$ cat config.mk
export PLATFORM = sky130hd
export DESIGN_NAME = fm_weight_reader
export DESIGN_NICKNAME = d
export VERILOG_FILES = /design/src/rtl/fm_weight_reader.sv
export SDC_FILE = /design/constraint.sdc
export NUM_CORES = 1
export LEC_CHECK = 0
export BUFFER_PORTS_ARGS = -buffer_cell sky130_fd_sc_hd__buf_2
export CAP_MARGIN = 30
export CORE_ASPECT_RATIO = 0.7
export CORE_MARGIN = 3
export CORE_UTILIZATION = 55
export DETAILED_ROUTE_END_ITERATION = 7
export HOLD_SLACK_MARGIN = 0.02
export PLACE_DENSITY = 0.75
export SKIP_LAST_GASP = 1
export SYNTH_ARGS = -nofsm -noshare
export SYNTH_HDL_FRONTEND = slang
export SYNTH_SLANG_ARGS = --single-unit
$ cat constraint.sdc
create_clock -name clk -period 3.2 [get_ports clk]
set_input_delay 0.64 -clock clk [delete_from_list [all_inputs] [get_ports clk]]
set_output_delay 0.64 -clock clk [all_outputs]
set_load 0.02 [all_outputs]
$ cat src/rtl/fm_weight_reader.sv
// Flash parameter fetch: reads one neuron's bias and packed weight words,
// streams 4-bit weights (w0 first) to the MAC under valid/ready.
// Ports: clk, n_rst | start, layer, neuron | fm_address, fm_data |
//        bias, bias_valid | weight, weight_valid, weight_ready, last_weight |
//        busy, done, error
module fm_weight_reader #(
  parameter int NUM_HIDDEN   = 8,
  parameter int HIDDEN_WORDS = 36,
  parameter int NUM_OUTPUT   = 10,
  parameter int OUTPUT_WORDS = 2,
  parameter int WAIT_CYCLES  = 1
) (
  input  logic        clk,
  input  logic        n_rst,
  input  logic        start,
  input  logic        layer,
  input  logic [3:0]  neuron,
  output logic [15:0] fm_address,
  input  logic [15:0] fm_data,
  output logic [15:0] bias,
  output logic        bias_valid,
  output logic [3:0]  weight,
  output logic        weight_valid,
  input  logic        weight_ready,
  output logic        last_weight,
  output logic        busy,
  output logic        done,
  output logic        error
);

  localparam logic [15:0] L_HSTRIDE = 16'(HIDDEN_WORDS + 1);
  localparam logic [15:0] L_OSTRIDE = 16'(OUTPUT_WORDS + 1);
  localparam logic [15:0] L_OBASE   =
    16'(NUM_HIDDEN * (HIDDEN_WORDS + 1));
  localparam logic [4:0]  L_NH      = 5'(NUM_HIDDEN);
  localparam logic [4:0]  L_NO      = 5'(NUM_OUTPUT);
  localparam logic [7:0]  L_HLAST   = 8'(HIDDEN_WORDS - 1);
  localparam logic [7:0]  L_OLAST   = 8'(OUTPUT_WORDS - 1);
  localparam logic [2:0]  L_WLAST   = 3'(WAIT_CYCLES - 1);

  typedef enum logic [2:0] {
    S_IDLE,
    S_BIAS_WAIT,
    S_WORD_WAIT,
    S_EMIT,
    S_DONE
  } state_t;

  state_t      r_state;
  state_t      w_next;
  logic [15:0] r_addr;
  logic [15:0] r_bias;
  logic        r_bias_valid;
  logic [15:0] r_shift;
  logic [1:0]  r_nib;
  logic [7:0]  r_word;
  logic [2:0]  r_wait;
  logic        r_layer;
  logic        r_error;

  logic [15:0] w_idx;
  logic [15:0] w_base;
  logic        w_oor;
  logic        w_wait_done;
  logic        w_last_word;
  logic        w_last_nib;
  logic        w_accept;
  logic        w_go;
  logic        w_err;

  assign w_idx  = {12'd0, neuron};
  assign w_base = layer ? (L_OBASE + w_idx * L_OSTRIDE)
                        : (w_idx * L_HSTRIDE);
  assign w_oor  = layer ? ({1'b0, neuron} >= L_NO)
                        : ({1'b0, neuron} >= L_NH);

  assign w_wait_done = (r_wait == L_WLAST);
  assign w_last_word = (r_word == (r_layer ? L_OLAST : L_HLAST));
  assign w_last_nib  = (r_nib == 2'd3);
  assign w_accept    = (r_state == S_EMIT) && weight_ready;

  always_comb begin
    w_next = r_state;
    w_go   = 1'b0;
    w_err  = 1'b0;
    unique case (r_state)
      S_IDLE: begin
        if (start) begin
          if (w_oor) begin
            w_err = 1'b1;
          end else begin
            w_go   = 1'b1;
            w_next = S_BIAS_WAIT;
          end
        end
      end
      S_BIAS_WAIT: begin
        if (w_wait_done) w_next = S_WORD_WAIT;
      end
      S_WORD_WAIT: begin
        if (w_wait_done) w_next = S_EMIT;
      end
      S_EMIT: begin
        if (w_accept && w_last_nib)
          w_next = w_last_word ? S_DONE : S_WORD_WAIT;
      end
      S_DONE: w_next = S_IDLE;
      default: w_next = S_IDLE;
    endcase
  end

  always_ff @(posedge clk or negedge n_rst) begin
    if (!n_rst) r_state <= S_IDLE;
    else        r_state <= w_next;
  end

  always_ff @(posedge clk or negedge n_rst) begin
    if (!n_rst) begin
      r_addr       <= '0;
      r_bias       <= '0;
      r_bias_valid <= 1'b0;
      r_shift      <= '0;
      r_nib        <= '0;
      r_word       <= '0;
      r_wait       <= '0;
      r_layer      <= 1'b0;
      r_error      <= 1'b0;
    end else begin
      r_bias_valid <= 1'b0;
      r_error      <= w_err;
      case (r_state)
        S_IDLE: begin
          if (w_go) begin
            r_addr  <= w_base;
            r_word  <= '0;
            r_wait  <= '0;
            r_nib   <= '0;
            r_layer <= layer;
          end
        end
        S_BIAS_WAIT: begin
          if (w_wait_done) begin
            r_bias       <= fm_data;
            r_bias_valid <= 1'b1;
            r_addr       <= r_addr + 16'd1;
            r_wait       <= '0;
          end else begin
            r_wait <= r_wait + 3'd1;
          end
        end
        S_WORD_WAIT: begin
          if (w_wait_done) begin
            r_shift <= fm_data;
            r_nib   <= '0;
            r_wait  <= '0;
          end else begin
            r_wait <= r_wait + 3'd1;
          end
        end
        S_EMIT: begin
          if (w_accept) begin
            r_shift <= {r_shift[11:0], 4'h0};
            r_nib   <= r_nib + 2'd1;
            // next word address only when another word follows
            if (w_last_nib && !w_last_word) begin
              r_addr <= r_addr + 16'd1;
              r_word <= r_word + 8'd1;
            end
          end
        end
        default: ;
      endcase
    end
  end

  assign fm_address   = r_addr;
  assign bias         = r_bias;
  assign bias_valid   = r_bias_valid;
  assign weight       = r_shift[15:12];
  assign weight_valid = (r_state == S_EMIT);
  assign last_weight  = weight_valid && w_last_word && w_last_nib;
  assign busy         = (r_state != S_IDLE);
  assign done         = (r_state == S_DONE);
  assign error        = r_error;

endmodule
======== Yosys cells after proc, flatten, opt, wreduce, memory -nomap -nowiden ========
Cells that the tools add are included.
Widths: inputs -> output; s select.
word-level totals
  bits in registers ....................... 67
  input port bits ......................... 25
  output and inout port bits .............. 42
  word-level logic and storage cells ...... 93
operators by class
  $add $sub $neg .......................... 5
  multiply operators ...................... 2
  $lt $le $gt $ge ......................... 2
  equal/unequal tests ..................... 14
  multiplexer cells ....................... 37
  reduce and logical (&&, ||, !) cells .... 23
operators by type and width
  cell                   count
  $mux 16                6
  $pmux 16 s3            1
  $pmux 16 s2            1
  $mux 3                 8
  $mux 8                 3
  $add 16x1->16 const B  1
  $pmux 8 s2             1
  $pmux 3 s4             1
  $add 9x6->10 const A   1
  $mul 4x6->10 const B   1
  $mux 10                1
  $ne 2x2->1 const B     5
  $reduce_and 5->1       2
  $mux 1                 9
  $reduce_bool 3->1      3
  $add 8x1->8 const B    1
  $eq 8x6->1             1
  $ge 4x4->1 const B     2
  $reduce_and 4->1       2
  $eq 3x2->1 const B     2
  $logic_not 3->1        2
  $mul 4x2->6 const B    1
  $mux 2                 3
  $mux 6                 1
  other kinds (14)       24

======== Longest topological paths before layout ========
Gate-level depths: netlist of the first run.
  word-level depth ........................ 7
  depth in mapped cells ................... 10
  depth with buffers taken out ............ 10

======== Worst setup path before layout of the first run ========
No wires, ideal clock.
  path kind ............................... in2reg
  start ................................... in neuron[2]
  end ..................................... reg r_addr[4] (netlist: fm_address[4])
  setup time .............................. 0.121 ns
  arrival ................................. 2.165 ns
  required time ........................... 3.079 ns
  path slack .............................. 0.914 ns
  stages on the path ...................... 10
  path buffers ............................ 0
  cells stage by stage .................... inv_1 > ha_1 > ha_1 > inv_1 > fa_1 > inv_1 > ha_1 > mux2i_1 > a21oi_1 > o22a_1
on the way
  longest elaborated chain between the ends .. 7
  elaborated cells on any way between the ends .. 14
  classes of those cells .................. add/sub: 1; mul: 2; order compare: 2; eq/ne: 1; mux: 7; reduce/logical: 1
ends and longest elaborated chain
  item                                                                  RTL line  source
  from (decl)                                                           17        input logic [3:0] neuron,
  parallel branches: the longest is 7 deep, another holds $add 9x6->10  --
  to (signal assigned)                                                  134       r_addr <= w_base;
  to (signal assigned)                                                  145       r_addr <= r_addr + 16'd1;
  to (signal assigned)                                                  166       r_addr <= r_addr + 16'd1;
  to (decl)                                                             51        logic [15:0] r_addr;
Several ways; the timed one is not identified. The select of a mux whose other input is x is not followed.
A chain may end at the register's enable or synchronous reset.

======== Worst setup path after layout of the first run ========
  start ................................... reg r_state[1]
  end ..................................... out weight_valid
on the way
  longest elaborated chain between the ends .. 1
ends and longest elaborated chain
  item                    RTL line  source
  from (decl)             49        state_t r_state;
  from (signal assigned)  114       else r_state <= w_next;
  $eq 3x2->1              180       assign weight_valid = (r_state == S_EMIT);
  to (decl)               23        output logic weight_valid,
Every way passes these cells.

==> flow_summary.json, run 1 <==
{
  "finalSetupViolations": 0,
  "outcome": "finished clean",
  "ant_nets": 0,
  "yosys_register_bits": 67,
  "dieArea_sq_um": 8180,
  "wl_um": 8780,
  "p_leak_nw": 2.14,
  "coreArea_sq_um": 6820,
  "synth.most_common_cell": "dfrtp_1",
  "path_delay_family": "flip-flops",
  "via_per_inst": 5.72,
  "hp-class": "primary input to async pin",
  "dr.pass1.iters": 6,
  "cellPowerDensity_nw_per_um2": 651,
  "fin_tns_setup_ns": 0,
  "critPathBufInv": 3,
  "synthDistinctLibCells": 67,
  "yosysWarnings": 0,
  "fmax_ghz": 0.389,
  "rrSetupSlack_ns": 0.99,
  "ctsResizeCount": 0,
  "cp_max_fo": 17,
  "die_w_um": 107,
  "ctsRootBufferMaster": "clkbuf_8",
  "critPathSlowestCell": "dfrtp_1",
  "yosys.area.top_type": "dfrtp_1",
  "start_util_pct": 57.4,
  "synth_top_cells_by_count": "dfrtp_1 (67), nand2_1 (44), nor2_1 (37)",
  "relSlewSlack_pct": 47.1,
  "clkLatencyLatePin_ns": 0.34,
  "gp_congestion": 0.894,
  "syn_inst": 398,
  "reg2reg_depth": 4,
  "grt-ovfl-total": 0,
  "drcViolationCount": 0,
  "max-cap-violations": 0,
  "start_kind": "register",
  "worst_pin_slew_ns": 0.793,
  "nFillCells": 580,
  "ir_drop_mv": 0.307,
  "postPlaceCellArea_sq_um": 4280,
  "path_cells": "nand3b_1 > buf_4 > inv_1 > buf_2",
  "ctsHoldBuffers": 0,
  "ys_seq_area_share_pct": 42.8,
  "avgSynthCellArea_sq_um": 9.84,
  "grt_pass1_wl_um": 15100,
  "async_reset_ff_share_pct": 100,
  "dieHeight_um": 76.6,
  "antenna_found_initial": 0,
  "synthesis.area_sq_um": 3920,
  "rsz0062_at_grt": "no",
  "initialDrtViolationCount": 254,
  "finalClockSkew_ns": 0.0142,
  "arrival_ns": 1.93,
  "cts-buffers-inserted": 9,
  "synth_top_flop_cell": "dfrtp_1",
  "ys_top_cells_by_area": "dfrtp_1 (43%), ha_1 (8.0%), nand2_1 (4.2%)",
  "rows": 25,
  "rr_endpoint": "fm_address[15]$_DFFE_PN0P_",
  "hold_violations": 0,
  "cts_max_path_buffers": 2,
  "critical-path-max-stage-delay_ns": 0.69,
  "grt_pass1_vias": 3019,
  "diodes": 0,
  "layout-drive-gt1-share_pct": 23.5,
  "hpwlAfterDp_um": 6440,
  "syn_nets": 449,
  "fin_crit_ns": 2.57,
  "cts_tree": "built",
  "synth_edf_count": 0,
  "clock_sinks": 67,
  "min_period_over_period_pct": 80.4,
  "finalNetCount": 510,
  "critPathCaptureType": "primary output",
  "pin_count": 67,
  "htreeDepth": 3,
  "synth_top_area_share_pct": 42.8,
  "stdcell_area_sq_um": 4440,
  "vias": 3185,
  "cts.clk_slew.worst_paths_ns": 0.07,
  "grt.total_usage_pct": 23.0,
  "post-cts-setup-buffers": 0,
  "wl_per_cell_um": 15.8,
  "final_max_slew_viol_count": 0,
  "area_growth_pct": 13.4,
  "reg2reg_from": "r_state[0]$_DFFE_PN0P_",
  "io_buffers": 66,
  "crit_required_ns": 2.56,
  "worst-setup-path-type": "register to primary output",
  "grt_max_degree": 59
}
[per-stage QoR]
step / util [%] / total power (W) / setup WS (ns) / hold WS [ns] / std cells
6_report: 65.1 / 0.00289 / 0.628 / 0.142 / 557
5_1_grt: 65.1 / 0.00311 / 0.486 / 0.137 / 557
4_1_cts: 65.1 / 0.00290 / 0.641 / 0.137 / 557
3_5_place_dp: 62.8 / 0.00230 / 0.576 / 0.478 / 542
3_3_place_gp: 62.8 / 0.00226 / 0.644 / 0.469 / 542
2_1_floorplan: - / 0.00202 / 0.914 / 0.344 / 398
[power by group]
| group | switching [W] | internal (W) | total, W |
|---|---|---|---|
| logic | 0.000653 | 0.000406 | 0.00106 |
| registers | 0.000191 | 0.00105 | 0.00124 |
| clock network | 0.000314 | 0.000274 | 0.000588 |
| total | 0.00116 | 0.00173 | 0.00289 |
[final cells by class]
type / count / area [sq um] / share of cell area [%]
repair buffers: 72 / 375 / 8.46
clock buffers: 10 / 128 / 2.88
well taps: 94 / 118 / 2.65
inverters: 23 / 86.3 / 1.95
flip-flops and latches: 67 / 1680 / 37.8
clock inverters: 5 / 31.3 / 0.705
multi-input cells: 286 / 2020 / 45.6
[worst reg2reg max path, stage by stage, from the launching register on]
cell     delay [ns]
dfrtp_1        0.67
nor2b_1        0.59
nand3_2        0.29
or4_1          0.53
nand2_1        0.08
[placed cells by master (no fill, tap or decap), types with 4 or more instances in the layout]
master	synthesis	final
inv_1	23	23
a211oi_1	4	4
dfrtp_1	67	67
o211ai_1	4	4
mux2_1	9	9
and3_1	11	11
xnor2_1	5	5
a31oi_1	15	15
buf_4	6	6
nand3_1	16	16
a21oi_1	9	9
mux2_2	7	7
nand2_1	44	44
mux2i_1	4	4
buf_2	9	66
xor2_1	8	8
ha_1	25	25
nor2_1	37	36
o31ai_1	4	4
clkbuf_8	0	9
nand4_1	7	7
nor3_1	4	4
o21ai_0	15	15
[kinds of logic (layout without fill, tap and decap cells)]
kind of cell / after synthesis / after routing / share of synthesized area (%)
multiplexers: 21 / 21 / 6.20
adder cells (fa/ha/maj): 26 / 26 / 8.50
XOR/XNOR: 13 / 13 / 2.91
flip-flops: 67 / 67 / 42.8
AND/OR/NAND/NOR: 146 / 146 / 19.3
AO/OA/AOI/OAI: 80 / 80 / 14.7
buffers and inverters: 45 / 110 / 5.56
[routing by layer]
layer / up-vias / wire [um] / global-route usage [%]
met1: 1532 / 4420 / 35.9
li1: 1543 / - / -
met4: 0 / 58 / 4.73
met2: 100 / 3800 / 32.8
met5: - / 0 / 0
met3: 10 / 494 / 5.42
[worst max path at each step]
stage / startpoint / to / cells past startpoint
floorplan: neuron[2] / fm_address[4]$_DFFE_PN0P_ / 10
global placement: neuron[2] / fm_address[4]$_DFFE_PN0P_ / 11
detailed placement: neuron[2] / fm_address[4]$_DFFE_PN0P_ / 11
CTS: r_state[1]$_DFFE_PN0P_ / weight_valid / 4
global route: r_state[1]$_DFFE_PN0P_ / weight_valid / 4
finish: r_state[1]$_DFFE_PN0P_ / weight_valid / 4
[sequential cells by signal, indices dropped and copies added, names as in the netlist]
signal / count
r_nib: 2
bias_valid: 1
r_wait: 3
r_word: 8
r_state: 3
r_layer: 1
error: 1
bias: 16
r_shift: 16
fm_address: 16
(Power assumes the default switching activity.)
==> run 2: changes to the inputs <==
Clock period 3.2 ns to 2.6 ns, I/O delays scaled along.
==> flow_summary.json, run 2 (same netlist as run 1, synthesis figures left out) <==
{
  "hp-class": "primary input to async pin",
  "ant_nets": 0,
  "dr.pass1.iters": 5,
  "finalClockSkew_ns": 0.00778,
  "finalNetCount": 515,
  "cts-buffers-inserted": 9,
  "dieHeight_um": 76.6,
  "grt_pass1_vias": 3094,
  "switching_share_pct": 37.6,
  "start_util_pct": 57.4,
  "io_buffers": 66,
  "cp_max_fo": 15,
  "gp_congestion": 0.909,
  "coreArea_sq_um": 6820,
  "drcViolationCount": 0,
  "setup_ws_ns": 0.185,
  "layout-drive-gt1-share_pct": 24.4,
  "final_cell_mix": "dfrtp_1 (67), buf_2 (66), nand2_1 (44), nor2_1 (36), ha_1 (25)",
  "rows": 25,
  "seqCellArea_sq_um": 1680,
  "htreeDepth": 3,
  "start_kind": "register",
  "power_frac_clock_pct": 24.7,
  "pin_count": 67,
  "crit_required_ns": 2.08,
  "via_per_inst": 5.70,
  "finalSetupViolations": 0,
  "min_period_over_period_pct": 92.9,
  "ir_drop_mv": 0.397,
  "hold_violations": 0,
  "fmax_ghz": 0.414,
  "critPathSlowestCell": "dfrtp_1",
  "wl_per_cell_um": 16.1,
  "cellPowerDensity_nw_per_um2": 838,
  "relSlewSlack_pct": 47.5,
  "final_max_slew_viol_count": 0,
  "intPower_w": 0.00237,
  "hpwlAfterDp_um": 6780,
  "ctsResizeCount": 0,
  "cts_max_path_buffers": 2,
  "wl_um": 9030,
  "rsz0062_at_grt": "no",
  "stdcell_area_sq_um": 4540,
  "ctsHoldBuffers": 0,
  "p_leak_nw": 2.19,
  "clock_sinks": 67,
  "cts.clk_slew.worst_paths_ns": 0.07,
  "seq_power_share_pct": 39.9,
  "switchingPower_w": 0.00143,
  "ctsRootBufferMaster": "clkbuf_8",
  "nFillCells": 597,
  "diodes": 0,
  "clkLatencyLatePin_ns": 0.34,
  "grt-ovfl-total": 0,
  "critical-path-max-stage-delay_ns": 0.70,
  "antenna_found_initial": 0,
  "multi_input_area_sq_um": 2020,
  "layout_commonest_cell": "dfrtp_1",
  "grt_pass1_wl_um": 15500,
  "initialDrtViolationCount": 321,
  "vias": 3196,
  "grt_max_degree": 33,
  "outcome": "finished clean",
  "area_growth_pct": 16.0,
  "place_ws_ns": 0.0637,
  "grt.total_usage_pct": 23.7,
  "post-cts-setup-buffers": 0,
  "path_cells": "nand3b_1 > buf_4 > nor3_1 > buf_2",
  "worst_pin_slew_ns": 0.787,
  "max-cap-violations": 0,
  "cts_tree": "built",
  "fin_crit_ns": 2.41,
  "dieArea_sq_um": 8180,
  "arrival_ns": 1.89,
  "worst-setup-path-type": "register to primary output",
  "critPathCaptureType": "primary output",
  "postPlaceCellArea_sq_um": 4330,
  "fin_tns_setup_ns": 0,
  "p_comb_share_pct": 35.4,
  "die_w_um": 107
}
run 2: cell count changes in the layout (fill, tap and decap cells not counted):
cell / previous run / this run
buf_4: 6 / 10
clkinv_2: 3 / 0
bufinv_16: 0 / 2
buf_12: 0 / 1
clkbuf_1: 1 / 0
clkbuf_8: 9 / 10
run 2: worst max-delay path, delay by kind of cell, from the launching register on:
kind | cells | cell delay [ns]
buffers and inverters | 2 | 0.44
DFF | 1 | 0.70
and+or+nand+nor | 2 | 0.40
run 2: per-stage QoR:
stage	utilization, %	total power (W)	std cells	hold WS, ns
after floorplan	-	0.00249	398	0.224
after global placement	63.5	0.00283	547	0.469
after detailed placement	63.5	0.00287	547	0.475
after CTS	66.6	0.00383	561	0.120
after global routing	66.6	0.00408	561	0.127
final	66.6	0.00381	561	0.121
run 2: worst paths after layout:
check | startpoint | to | slack, ns | cells past startpoint
max in group asynchronous | n_rst | fm_address[8]$_DFFE_PN0P_ | 1.85 | 2
max | r_state[0]$_DFFE_PN0P_ | last_weight | 0.19 | 4
max reg2reg | r_state[0]$_DFFE_PN0P_ | fm_address[15]$_DFFE_PN0P_ | 0.41 | 6
min in group clk | fm_data[3] | bias[3]$_DFFE_PN0P_ | 0.40 | 2
min reg2reg | bias[3]$_DFFE_PN0P_ | bias[3]$_DFFE_PN0P_ | 0.49 | 1
min | n_rst | r_shift[12]$_DFFE_PN0P_ | 0.12 | 1
run 2: cell type report:
class	instances	share of cell area [%]
multi-input cells	286	44.5
flip-flops and latches	67	36.9
repair buffers	77	9.36
clock buffers	10	3.03
well taps	94	2.59
inverters	23	1.90
clock inverters	4	1.68
run 2: routing by layer:
| metal | track usage [%] | wire length, um | up-vias |
|---|---|---|---|
| li1 | - | - | 1551 |
| met1 | 35.7 | 4430 | 1523 |
| met2 | 34.5 | 3990 | 112 |
| met3 | 5.00 | 519 | 10 |
| met4 | 6.90 | 102 | 0 |
| met5 | 0 | 0 | - |
run 2: power groups by stage:
stage,clock (W),sequential [W],combinational [W]
final,0.000940,0.00152,0.00135
after global routing,0.00100,0.00156,0.00152
after CTS,0.000961,0.00152,0.00135
after detailed placement,0,0.00153,0.00134
after global placement,0,0.00152,0.00131
after floorplan,0,0.00152,0.000964
==> run 3: changes to the inputs <==
Settings changed: CELL_PAD_IN_SITES_DETAIL_PLACEMENT set to 1, CELL_PAD_IN_SITES_GLOBAL_PLACEMENT set to 1, CORE_UTILIZATION 55 to 43, PLACE_DENSITY 0.75 to 0.76.
==> flow_summary.json, run 3 (same netlist as run 1, synthesis figures left out) <==
{
  "hp-class": "primary input to async pin",
  "power_frac_clock_pct": 28.7,
  "finalClockSkew_ns": 0.00534,
  "critPathCaptureType": "primary output",
  "worst-setup-path-type": "register to primary output",
  "coreArea_sq_um": 8650,
  "path_delay_family": "simple AND/OR/NAND/NOR gates",
  "vias": 3338,
  "die_w_um": 120,
  "io_buffers": 66,
  "utilization_pct": 54.2,
  "switchingPower_w": 0.00155,
  "final_cell_mix": "dfrtp_1 (67), buf_2 (66), nand2_1 (44), nor2_1 (36), ha_1 (25)",
  "fmax_ghz": 0.419,
  "gp_congestion": 0.892,
  "finalSetupViolations": 0,
  "cellPowerDensity_nw_per_um2": 889,
  "hpwlAfterDp_um": 8280,
  "min_period_over_period_pct": 91.8,
  "start_util_pct": 45.2,
  "rsz0062_at_grt": "no",
  "switching_share_pct": 37.3,
  "dieArea_sq_um": 10300,
  "pin_count": 67,
  "fin_crit_ns": 2.39,
  "cts-buffers-inserted": 9,
  "dr.pass1.iters": 5,
  "cts.clk_slew.worst_paths_ns": 0.06,
  "ir_drop_mv": 0.367,
  "critical-path-max-stage-delay_ns": 0.43,
  "crit_required_ns": 2.08,
  "final_max_slew_viol_count": 0,
  "ant_nets": 0,
  "rows": 28,
  "start_kind": "register",
  "seq_power_share_pct": 36.5,
  "nFillCells": 1023,
  "rr_endpoint": "bias[5]$_DFFE_PN0P_",
  "arrival_ns": 1.87,
  "place_ws_ns": 0.0667,
  "cp_max_fo": 5,
  "cts_tree": "built",
  "path_cells": "nor4_4 > o211ai_1 > nor3_1 > buf_2",
  "hold_violations": 0,
  "fin_tns_setup_ns": 0,
  "p_comb_share_pct": 34.8,
  "wl_per_cell_um": 18.8,
  "stdcell_area_sq_um": 4690,
  "ctsRootBufferMaster": "clkbuf_16",
  "clkLatencyLatePin_ns": 0.33,
  "area_growth_pct": 19.8,
  "critPathSlowestCell": "dfrtp_1",
  "reg2reg_depth": 5,
  "drcViolationCount": 0,
  "setup_ws_ns": 0.212,
  "max-cap-violations": 0,
  "p_leak_nw": 2.25,
  "antenna_found_initial": 0,
  "startpoint": "r_word[4]$_DFFE_PN0P_",
  "wl_um": 11200,
  "relSlewSlack_pct": 45.7,
  "worst_pin_slew_ns": 0.814,
  "diodes": 0,
  "layout-drive-gt1-share_pct": 24.7,
  "finalNetCount": 520,
  "initialDrtViolationCount": 210,
  "layout_commonest_cell": "dfrtp_1",
  "grt_pass1_wl_um": 18400,
  "grt_pass1_vias": 3525,
  "cts_max_path_buffers": 2,
  "dieHeight_um": 85.8,
  "rrSetupSlack_ns": 0.40,
  "intPower_w": 0.00261,
  "ctsResizeCount": 0,
  "grt_max_degree": 47,
  "postPlaceCellArea_sq_um": 4380,
  "grt.total_usage_pct": 22.6,
  "reg2reg_from": "r_wait[0]$_DFFE_PN0P_",
  "outcome": "finished clean",
  "via_per_inst": 5.62,
  "grt-ovfl-total": 0,
  "htreeDepth": 3,
  "clock_sinks": 67,
  "critPathBufInv": 1
}
## run 3: changes by cell type in the layout (fill, tap and decap cells not counted), sizes merged
cell,change
bufinv,-1
buf,+5
clkinvlp,-1
clkbuf,+4
## run 3: area by class of cell
class / count / area (sq um) / area share, %
multi-input combinational: 286 / 2020 / 43.2
sequential: 67 / 1680 / 35.8
timing repair buffer: 82 / 463 / 9.87
clock buffer: 14 / 254 / 5.42
tap: 120 / 150 / 3.20
inverter: 23 / 86.3 / 1.84
clock inverter: 2 / 35.0 / 0.747
## run 3: how the worst max path moves through the flow
stage	end	slack, ns	cells after the start
after floorplan	fm_address[4]$_DFFE_PN0P_	0.43	10
after global placement	fm_address[4]$_DFFE_PN0P_	0.16	11
after detailed placement	fm_address[15]$_DFFE_PN0P_	0.07	9
after CTS	last_weight	0.04	4
after global routing	last_weight	0.11	4
final	last_weight	0.21	4
## run 3: power by group through the flow
stage | Combinational [W] | Clock, W | Sequential [W]
final | 0.00145 | 0.00120 | 0.00152
after global routing | 0.00162 | 0.00127 | 0.00156
after global placement | 0.00136 | 0 | 0.00151
after floorplan | 0.000964 | 0 | 0.00152
after CTS | 0.00145 | 0.00122 | 0.00152
after detailed placement | 0.00142 | 0 | 0.00153
## run 3: layer usage
metal	vias up	wire length (um)	global-route usage, %
met2	91	5020	34.0
met4	0	94	5.41
met1	1672	5530	33.3
li1	1565	-	-
met3	10	515	4.81
met5	-	0	0
## run 3: timing repair
action,in CTS,in global routing
setup buffers,0,3
hold endpoints to repair,0,0
hold buffers,0,0
endpoints found under the setup margin,0,1
## run 3: metrics by stage
step           cells  total power, W  hold WS [ns]
5_1_grt          594         0.00444         0.195
2_1_floorplan    398         0.00249         0.224
4_1_cts          591         0.00418         0.183
3_3_place_gp     575         0.00288         0.469
3_5_place_dp     575         0.00295         0.480
6_report         594         0.00417         0.168
## run 3: worst reg2reg max path, delay by kind of cell, from the launching register on
family	cells	cell delay, ns
adders and majority gates	1	0.18
buffers and inverters	1	0.08
DFF	1	0.39
muxes	1	0.46
and+or+nand+nor	2	0.95
